[config.mk]
export PLATFORM = sky130hd
export DESIGN_NAME = ps2_key_decoder_flat
export DESIGN_NICKNAME = d
export VERILOG_FILES = /design/src/rtl/ps2_key_decoder_if.sv /design/src/rtl/ps2_key_decoder.sv /design/src/flat_wrapper.sv
export SDC_FILE = /design/constraint.sdc
export NUM_CORES = 1
export LEC_CHECK = 0
export ABC_AREA = 0
export CAP_MARGIN = 20
export CELL_PAD_IN_SITES_DETAIL_PLACEMENT = 1
export CELL_PAD_IN_SITES_GLOBAL_PLACEMENT = 1
export CORE_ASPECT_RATIO = 0.9
export CORE_UTILIZATION = 44
export DETAILED_ROUTE_END_ITERATION = 10
export PLACE_DENSITY_LB_ADDON = 0.15
export SLEW_MARGIN = 20
export SYNTH_ARGS = -nofsm -noshare
export SYNTH_HDL_FRONTEND = slang
export SYNTH_SLANG_ARGS = --single-unit
export TNS_END_PERCENT = 20
[constraint.sdc]
create_clock -name clock -period 3 [get_ports clock]
set_clock_uncertainty 0.2 [all_clocks]
set_input_delay 0.45 -clock clock [delete_from_list [all_inputs] [get_ports clock]]
set_output_delay 0.45 -clock clock [all_outputs]
set_load 0.02 [all_outputs]
[src/rtl/ps2_key_decoder_if.sv]
// Decoded key-event bus between the PS/2 decoder and its consumers.
// Latency: none, wires only.
// Backpressure: none, consumers must take code_valid/frame_error pulses as they come.
// Ports: scancode/code_ext/code_break (held code), code_valid (pulse),
//        key_state (held/released per tracked key), frame_error (pulse).
interface ps2_key_decoder_if #(
  parameter int NUM_KEYS = 2
);
  logic [7:0]          scancode;
  logic                code_valid;
  logic                code_ext;
  logic                code_break;
  logic [NUM_KEYS-1:0] key_state;
  logic                frame_error;

  modport master (
    output scancode, code_valid, code_ext, code_break, key_state, frame_error
  );

  modport slave (
    input scancode, code_valid, code_ext, code_break, key_state, frame_error
  );
endinterface

[src/rtl/ps2_key_decoder.sv]
// PS/2 keyboard receiver: frame check, E0/F0 prefix decode, held-key tracking.
// Latency: raw clock fall -> bit event 2+FILTER_LEN cycles; stop bit -> outputs 1 cycle.
// Backpressure: none, a single byte is held and frames are far slower than decode.
// Ports: clock, reset (sync, active-high), PS2_CLK_in/PS2_DAT_in (raw, async),
//        key_bus (master side of ps2_key_decoder_if).
// Option: define PS2_PARITY_CHECK_EN to reject bytes whose odd parity fails.
module ps2_key_decoder #(
  parameter int                    FILTER_LEN     = 8,
  parameter int                    TIMEOUT_CYCLES = 50000,
  parameter int                    NUM_KEYS       = 2,
  parameter logic [NUM_KEYS*8-1:0] KEY_CODES      = {8'h75, 8'h72},
  parameter logic [NUM_KEYS-1:0]   KEY_EXT        = 2'b11
) (
  input  logic             clock,
  input  logic             reset,
  input  logic             PS2_CLK_in,
  input  logic             PS2_DAT_in,
  ps2_key_decoder_if.master key_bus
);

  localparam int FW = $clog2(FILTER_LEN + 1);
  localparam int TW = $clog2(TIMEOUT_CYCLES + 1);

  typedef enum logic [1:0] {IDLE, DATA, PARITY, STOP} state_t;

  state_t              state;
  logic                clk_s1, clk_s2, dat_s1, dat_s2;
  logic                clk_filt;
  logic [FW-1:0]       filt_cnt;
  logic [TW-1:0]       idle_cnt;
  logic [2:0]          bit_cnt;
  logic [7:0]          shift_reg;
  logic                ext_flag, brk_flag;
  logic                bit_evt, timeout, parity_ok;
  logic [7:0]          scancode_q;
  logic                code_valid_q, code_ext_q, code_break_q, frame_error_q;
  logic [NUM_KEYS-1:0] key_state_q;

`ifdef PS2_PARITY_CHECK_EN
  logic                parity_bit;
  assign parity_ok = ^{shift_reg, parity_bit};
`else
  assign parity_ok = 1'b1;
`endif

  // Bit event fires in the cycle the filtered clock is about to fall.
  assign bit_evt = clk_filt & ~clk_s2 & (filt_cnt == FW'(FILTER_LEN - 1));
  // A bit event in the same cycle as expiry takes priority.
  assign timeout = (state != IDLE) && !bit_evt && (idle_cnt == TW'(TIMEOUT_CYCLES - 1));

  always_ff @(posedge clock) begin
    if (reset) begin
      state         <= IDLE;
      clk_s1        <= 1'b1;
      clk_s2        <= 1'b1;
      dat_s1        <= 1'b1;
      dat_s2        <= 1'b1;
      clk_filt      <= 1'b1;
      filt_cnt      <= '0;
      idle_cnt      <= '0;
      bit_cnt       <= '0;
      shift_reg     <= '0;
      ext_flag      <= 1'b0;
      brk_flag      <= 1'b0;
      scancode_q    <= '0;
      code_valid_q  <= 1'b0;
      code_ext_q    <= 1'b0;
      code_break_q  <= 1'b0;
      frame_error_q <= 1'b0;
      key_state_q   <= '0;
`ifdef PS2_PARITY_CHECK_EN
      parity_bit    <= 1'b0;
`endif
    end else begin
      code_valid_q  <= 1'b0;
      frame_error_q <= 1'b0;

      clk_s1 <= PS2_CLK_in;
      clk_s2 <= clk_s1;
      dat_s1 <= PS2_DAT_in;
      dat_s2 <= dat_s1;

      // Filter: follow the synchronised clock only after FILTER_LEN differing samples.
      if (clk_s2 != clk_filt) begin
        if (filt_cnt == FW'(FILTER_LEN - 1)) begin
          clk_filt <= clk_s2;
          filt_cnt <= '0;
        end else begin
          filt_cnt <= filt_cnt + FW'(1);
        end
      end else begin
        filt_cnt <= '0;
      end

      if (bit_evt || state == IDLE) idle_cnt <= '0;
      else                          idle_cnt <= idle_cnt + TW'(1);

      if (timeout) begin
        state         <= IDLE;
        frame_error_q <= 1'b1;
        ext_flag      <= 1'b0;
        brk_flag      <= 1'b0;
      end else if (bit_evt) begin
        case (state)
          IDLE: begin
            // A high "start" bit means we are out of step; wait for a real start.
            if (!dat_s2) begin
              state   <= DATA;
              bit_cnt <= '0;
            end
          end
          DATA: begin
            shift_reg <= {dat_s2, shift_reg[7:1]};
            bit_cnt   <= bit_cnt + 3'd1;
            if (bit_cnt == 3'd7) state <= PARITY;
          end
          PARITY: begin
`ifdef PS2_PARITY_CHECK_EN
            parity_bit <= dat_s2;
`endif
            state <= STOP;
          end
          STOP: begin
            state <= IDLE;
            if (dat_s2 && parity_ok) begin
              if (shift_reg == 8'hE0) begin
                ext_flag <= 1'b1;
              end else if (shift_reg == 8'hF0) begin
                brk_flag <= 1'b1;
              end else begin
                scancode_q   <= shift_reg;
                code_ext_q   <= ext_flag;
                code_break_q <= brk_flag;
                code_valid_q <= 1'b1;
                ext_flag     <= 1'b0;
                brk_flag     <= 1'b0;
                for (int i = 0; i < NUM_KEYS; i++) begin
                  if (shift_reg == KEY_CODES[8*i +: 8] && ext_flag == KEY_EXT[i])
                    key_state_q[i] <= ~brk_flag;
                end
              end
            end else begin
              frame_error_q <= 1'b1;
              ext_flag      <= 1'b0;
              brk_flag      <= 1'b0;
            end
          end
          default: state <= IDLE;
        endcase
      end
    end
  end

  assign key_bus.scancode    = scancode_q;
  assign key_bus.code_valid  = code_valid_q;
  assign key_bus.code_ext    = code_ext_q;
  assign key_bus.code_break  = code_break_q;
  assign key_bus.key_state   = key_state_q;
  assign key_bus.frame_error = frame_error_q;

endmodule

[src/flat_wrapper.sv]
// flat-port wrapper written by rule: the top's interface ports become plain ports
module ps2_key_decoder_flat 
#(
  parameter int                    FILTER_LEN     = 8,
  parameter int                    TIMEOUT_CYCLES = 50000,
  parameter int                    NUM_KEYS       = 2,
  parameter logic [NUM_KEYS*8-1:0] KEY_CODES      = {8'h75, 8'h72},
  parameter logic [NUM_KEYS-1:0]   KEY_EXT        = 2'b11
)
  (clock, reset, PS2_CLK_in, PS2_DAT_in, key_bus_scancode, key_bus_code_valid, key_bus_code_ext, key_bus_code_break, key_bus_key_state, key_bus_frame_error);
  ps2_key_decoder_if #(.NUM_KEYS(NUM_KEYS)) key_bus_i ();
  input  logic clock;
  input  logic reset;
  input  logic PS2_CLK_in;
  input  logic PS2_DAT_in;
  output wire logic [$bits(key_bus_i.scancode)-1:0] key_bus_scancode;
  output wire logic [$bits(key_bus_i.code_valid)-1:0] key_bus_code_valid;
  output wire logic [$bits(key_bus_i.code_ext)-1:0] key_bus_code_ext;
  output wire logic [$bits(key_bus_i.code_break)-1:0] key_bus_code_break;
  output wire logic [$bits(key_bus_i.key_state)-1:0] key_bus_key_state;
  output wire logic [$bits(key_bus_i.frame_error)-1:0] key_bus_frame_error;
  assign key_bus_scancode = key_bus_i.scancode;
  assign key_bus_code_valid = key_bus_i.code_valid;
  assign key_bus_code_ext = key_bus_i.code_ext;
  assign key_bus_code_break = key_bus_i.code_break;
  assign key_bus_key_state = key_bus_i.key_state;
  assign key_bus_frame_error = key_bus_i.frame_error;
  ps2_key_decoder #(.FILTER_LEN(FILTER_LEN), .TIMEOUT_CYCLES(TIMEOUT_CYCLES), .NUM_KEYS(NUM_KEYS), .KEY_CODES(KEY_CODES), .KEY_EXT(KEY_EXT)) u_core (.clock(clock), .reset(reset), .PS2_CLK_in(PS2_CLK_in), .PS2_DAT_in(PS2_DAT_in), .key_bus(key_bus_i));
endmodule
Word level (Yosys, flattened, before mapping)
Index checks and enable logic that the tools add are counted.
{"block": "totals", "in_bits": 4, "output_inout_bits": 14, "reg_bits": 54, "elab_cells": 86}
{"block": "op_classes", "bitwise": 11, "eq_ne": 15, "mux": 16, "addsub": 3, "n_reduce_logical": 22}
{"operator": "16-bit by 1-bit adder with 16-bit output, second input constant", "count": 1}
{"operator": "16-bit equality test, second input constant", "count": 1}
{"operator": "8-bit by 7-bit equality test with 1-bit output, second input constant", "count": 2}
{"operator": "8-bit equality test, second input constant", "count": 2}
{"operator": "7-bit AND reduction", "count": 2}
{"operator": "3-bit AND reduction", "count": 4}
{"operator": "1-bit 2-to-1 mux", "count": 11}
{"operator": "1-bit inverter", "count": 9}
{"operator": "2-bit case mux with 4 select lines", "count": 1}
{"operator": "3-bit case mux with 2 select lines", "count": 1}
{"operator": "6-bit AND reduction", "count": 1}
{"operator": "6-bit OR reduction", "count": 1}
{"operator": "4-bit by 1-bit adder with 4-bit output, second input constant", "count": 1}
{"operator": "2-bit equality test, second input constant", "count": 2}
{"operator": "4-bit by 3-bit equality test with 1-bit output, second input constant", "count": 1}
{"operator": "1-bit logical AND", "count": 4}
{"operator": "2-bit 2-to-1 mux", "count": 2}
{"operator": "2-bit != test, second input constant", "count": 2}
{"operator": "4-bit AND reduction", "count": 1}
{"operator": "2-bit nonzero test", "count": 2}
{"operator": "2-bit OR reduction", "count": 2}
{"operator": "3-bit by 1-bit adder with 3-bit output, second input constant", "count": 1}
{"operator": "3-bit equality test, second input constant", "count": 1}
{"operator": "3-bit 2-to-1 mux", "count": 1}
{"operator": "10 further kinds", "count": 11}

Depth between registers and ports, before layout
{"block": "depth", "ltp_word": 8, "mapped_depth": 7, "depth_no_buf": 6}

Worst setup path after synthesis
OpenSTA, ideal clock, no wires.
{"block": "synth_path", "path_type": "register to register", "startpoint": "register u_core.state[0]", "endpoint": "register u_core.frame_error_q (netlist: u_core.key_bus.frame_error)", "t_arrival_ps": 1889, "setup_ps": 67, "stages_incl_launch_ff": 7, "slack_ps": 844, "synth_period_minus_slack_ps": 2156, "t_required_ps": 2733, "n_path_buf": 0, "cell_sequence": "dfxtp_1 > inv_1 > ha_1 > or3_1 > or4_4 > or3b_1 > a21oi_2"}
{"block": "synth_via", "elab_chain_cells": 4, "word_cells_on_any_way": 7, "classes_between": "eq/ne (1); mux (3); reduce/logical (3)"}
{"element": "from (decl)", "line": "ps2_key_decoder.sv:26", "source": "state_t state;"}
{"element": "from (signal assigned)", "line": "ps2_key_decoder.sv:53", "source": "state <= IDLE;"}
{"element": "from (signal assigned)", "line": "ps2_key_decoder.sv:99", "source": "state <= IDLE;"}
{"element": "from (signal assigned)", "line": "ps2_key_decoder.sv:108", "source": "state <= DATA;"}
{"element": "2-bit equality test or 2-bit nonzero test (tied branches)", "line": "ps2_key_decoder.sv:104, ps2_key_decoder.sv:49"}
{"element": "1-bit 2-to-1 mux or 1-bit logical AND (tied branches)", "line": "ps2_key_decoder.sv:104, ps2_key_decoder.sv:49"}
{"element": "1-bit 2-to-1 mux or 1-bit logical AND (tied branches)", "line": "ps2_key_decoder.sv:103, ps2_key_decoder.sv:49"}
{"element": "1-bit 2-to-1 mux (*)", "line": "ps2_key_decoder.sv:98", "source": "if (timeout) begin"}
{"element": "to (signal assigned)", "line": "ps2_key_decoder.sv:76", "source": "frame_error_q <= 1'b0;"}
{"element": "to (signal assigned)", "line": "ps2_key_decoder.sv:100", "source": "frame_error_q <= 1'b1;"}
{"element": "to (signal assigned)", "line": "ps2_key_decoder.sv:143", "source": "frame_error_q <= 1'b1;"}
{"element": "to (decl)", "line": "ps2_key_decoder.sv:36", "source": "logic code_valid_q, code_ext_q, code_break_q, frame_error_q;"}
Mark *: on every way between the ends. The rest lies on a longest branch, timed or not.
A chain may end at the register's enable or synchronous reset.

Worst setup path after layout
Same ends and word-level chain as after synthesis.

==> impl_metrics.csv <==
group,metric,value,unit
power_and_ir_drop,p_comb_share,1.6,%
finish,syn2layout_area_growth,13.1,%
critical_path,ff2ff_path_depth,6,
logic_synthesis,synth_nets,265,
logic_synthesis,yosysWarnings,0,
floorplan,num_rows,24,
timing,tightestPinTransition,0.788,ns
critical_path,critPathLaunchType,"flip-flop",
placement,placed_area,2530,um2
logic_synthesis,avgSynthCellArea,9.20,um2
clock_tree,cts_hold_buf,0,
detailed_routing,route.detailed.drc,0,
timing,timing.hold.ws,0.219,ns
logic_synthesis,yosysTopAreaCell,"dfxtp_1",
critical_path,cp.depth,6,
logic_synthesis,synth-edff-count,0,
finish,postLayoutCellArea,2620,um2
critical_path,slowest_stage,"or4_4",
logic_synthesis,ys.flop_type,"dfxtp_1",
detailed_routing,drt_iter0_drc,73,
finish,area.sequential,1080,um2
finish,fillers,574,
detailed_routing,routed-via-count,1807,
critical_path,reg2reg_to,"u_core.key_bus.frame_error",
clock_tree,cts.sinks,54,
detailed_routing,dr.pass1.iters,4,
timing,finalMaxSlewViolations,0,
critical_path,rrSetupSlack,0.72,ns
global_routing,overflow,0,
clock_tree,insertion_delay,0.31,ns
placement,place_hpwl,3.50,mm
logic_synthesis,synth.area.top_cells,"dfxtp_1 (47%), mux2i_1 (5.2%), ha_1 (4.9%)",
power_and_ir_drop,p_int,913,uW
clock_tree,cts_buffers,5,
floorplan,io_pins,18,
critical_path,cp_data_required_time,3.05,ns
logic_synthesis,ys_seq_area_share,46.6,%
timing,grt_setup_unrepaired,"no",
critical_path,crit_arrival,2.33,ns
timing,clock.fmax,439,MHz
min_path,hold_path.class,"flip-flop to flip-flop",
logic_synthesis,synth.distinct_cells,47,
floorplan,die_w,78.5,um
placement,placedCellCount,324,
global_routing,grt_usage,19.8,%
critical_path,worstPathBufferInverterCount,1,
detailed_routing,wl,4.82,mm
clock_tree,clk_pin_slew,0.10,ns
detailed_routing,viasPerCell,5.44,
finish,largest_reg_flops,16,
clock_tree,cts_max_level,2,
detailed_routing,route.antenna.remaining_nets,0,
timing,setup_viol,0,
detailed_routing,wire_per_inst,14.5,um
logic_synthesis,synth_top_area_share,46.6,%
power_and_ir_drop,ir_drop,0.247,mV
critical_path,path_delay_family,"simple AND/OR/NAND/NOR gates",
global_routing,grt_pass1_wl,8.58,mm
critical_path,crit_chain,"inv_1 -> ha_1 -> or3_1 -> or4_4 -> or3b_1 -> a21oi_2",
logic_synthesis,synthArstFlopShare,0,%
timing,fin_crit,2.28,ns
finish,nNetsFinal,279,
power_and_ir_drop,pwr-share-clk,36.4,%
power_and_ir_drop,powerDensity,443,nW/um2
floorplan,initial_utilization,46.8,%
clock_tree,cts_setup_buffers,0,
finish,layout-drive-gt1-share,7.87,%
floorplan,die_h,70.9,um
finish,antenna_cells,0,
power_and_ir_drop,power.total,1.16,mW
logic_synthesis,ys_ff_latch,54,
power_and_ir_drop,swShare,21.5,%
critical_path,timing.rr.start,"u_core.state[0]",
power_and_ir_drop,p_leak,0.941,nW
clock_tree,ctsResizeCount,0,
floorplan,fp.coreArea,4950,um2
finish,multiInputGateArea,1150,um2
finish,fin_cells,332,
timing,relSlewSlack,47.5,%
min_path,hold_end,"u_core.dat_s2",
min_path,hold_path_depth,1,
run,cap_violations,0,
logic_synthesis,synthCells,252,
placement,port_buffers,17,
critical_path,cp-end-kind,"flip-flop",
critical_path,max_stage_delay,0.43,ns
timing,hold_violations,0,
placement,gp_congestion,0.814,
run_status,status,"finished, final reports clean",
clock_tree,cts_tree,"done",
global_routing,grt_max_degree,37,
global_routing,grt_pass1_vias,1802,
clock_tree,cts.path.max_buffers,2,
clock_tree,clock_tree.root_cell,"clkbuf_8",
floorplan,dieArea,5560,um2
logic_synthesis,synth_area,2320,um2
timing,fin_crit_sh,75.9,%
global_routing,antenna_found_initial,0,
min_path,hp-start,"u_core.dat_s1",
critical_path,critPathKind,"flip-flop to flip-flop",
critical_path,crit_fanout,7,
timing,final.setup.tns,0,ns
power_and_ir_drop,seqPwrFrac,62.1,%
power_and_ir_drop,power.switching,249,uW
## worst max-delay path by stage
stage	end	slack, ns	start
6_report	u_core.key_bus.frame_error	0.72	u_core.state[0]
5_1_grt	u_core.brk_flag	0.58	u_core.state[0]
4_1_cts	u_core.key_bus.frame_error	0.71	u_core.state[1]
3_5_place_dp	u_core.key_bus.frame_error	0.73	u_core.state[0]
3_3_place_gp	u_core.brk_flag	0.79	u_core.state[0]
2_1_floorplan	u_core.key_bus.frame_error	0.84	u_core.state[0]
## layout by cell type (no fill, tap or decap), drive strengths merged, types with 3 or more instances in the layout
master          n
a21oi          15
a31oi           3
and4            3
clkbuf          6
clkdlybuf4s50  17
dfxtp          54
ha              9
inv             9
mux2i          12
nand2          23
nand3          18
nand4           5
nor2           28
nor3            4
nor4            3
o21ai           5
or2             5
or3             6
xnor2           5
xor2            8
## synth_stat cells, types with 2 or more instances
| master | number |
|---|---|
| and4_1 | 2 |
| a21o_1 | 2 |
| nand3_1 | 17 |
| xor2_1 | 8 |
| nand4b_1 | 2 |
| nor3_1 | 4 |
| clkbuf_1 | 8 |
| inv_1 | 9 |
| nand3b_1 | 2 |
| xnor2_1 | 5 |
| or2_2 | 5 |
| nand4_1 | 5 |
| a21oi_1 | 14 |
| nor2_1 | 28 |
| dfxtp_1 | 54 |
| nor4_1 | 3 |
| ha_1 | 9 |
| o21ai_0 | 5 |
| mux2i_1 | 12 |
| nand2_1 | 23 |
| a31oi_1 | 3 |
| or3_1 | 6 |
| and3_1 | 2 |
## per-layer routing
metal	part of all wire (%)	vias to the layer above	wire length, um	global-route usage (%)
li1	-	915	-	-
met1	51	867	2440	27.2
met2	46	18	2210	30.7
met3	2.1	7	102	3.87
met4	1.5	0	71	7.41
met5	0	-	0	0
## stage by stage
step | setup slack [ns] | utilization (%)
final | 0.722 | 52.9
after detailed placement | 0.735 | 51.0
after floorplan | 0.844 | -
after global routing | 0.583 | 52.9
after CTS | 0.711 | 52.9
after global placement | 0.786 | 51.0
## logic make-up after synthesis
kind of cell             synth area share, %
XOR/XNOR                                4.91
adder cells (fa/ha/maj)                 4.86
AND/OR/NAND/NOR                         25.0
flip-flops                              46.6
buffers and inverters                   3.62
AO/OA/AOI/OAI                           9.77
multiplexers                            5.18
## final cells by class
cell class,instances,area share [%]
Inverter,9,1.29
Clock buffer,6,3.15
Timing Repair Buffer,18,6.77
Multi-Input combinational cell,178,44.0
Clock inverter,2,0.477
Tap cell,65,3.10
Sequential cell,54,41.2
## power groups by stage
stage | clock network [mW] | logic, mW | registers (mW)
3_5_place_dp | 0 | 0.0182 | 0.738
6_report | 0.423 | 0.0183 | 0.721
5_1_grt | 0.465 | 0.0207 | 0.722
3_3_place_gp | 0 | 0.0185 | 0.738
4_1_cts | 0.434 | 0.0184 | 0.721
2_1_floorplan | 0 | 0.0112 | 0.737
(Power assumes the default switching activity.)
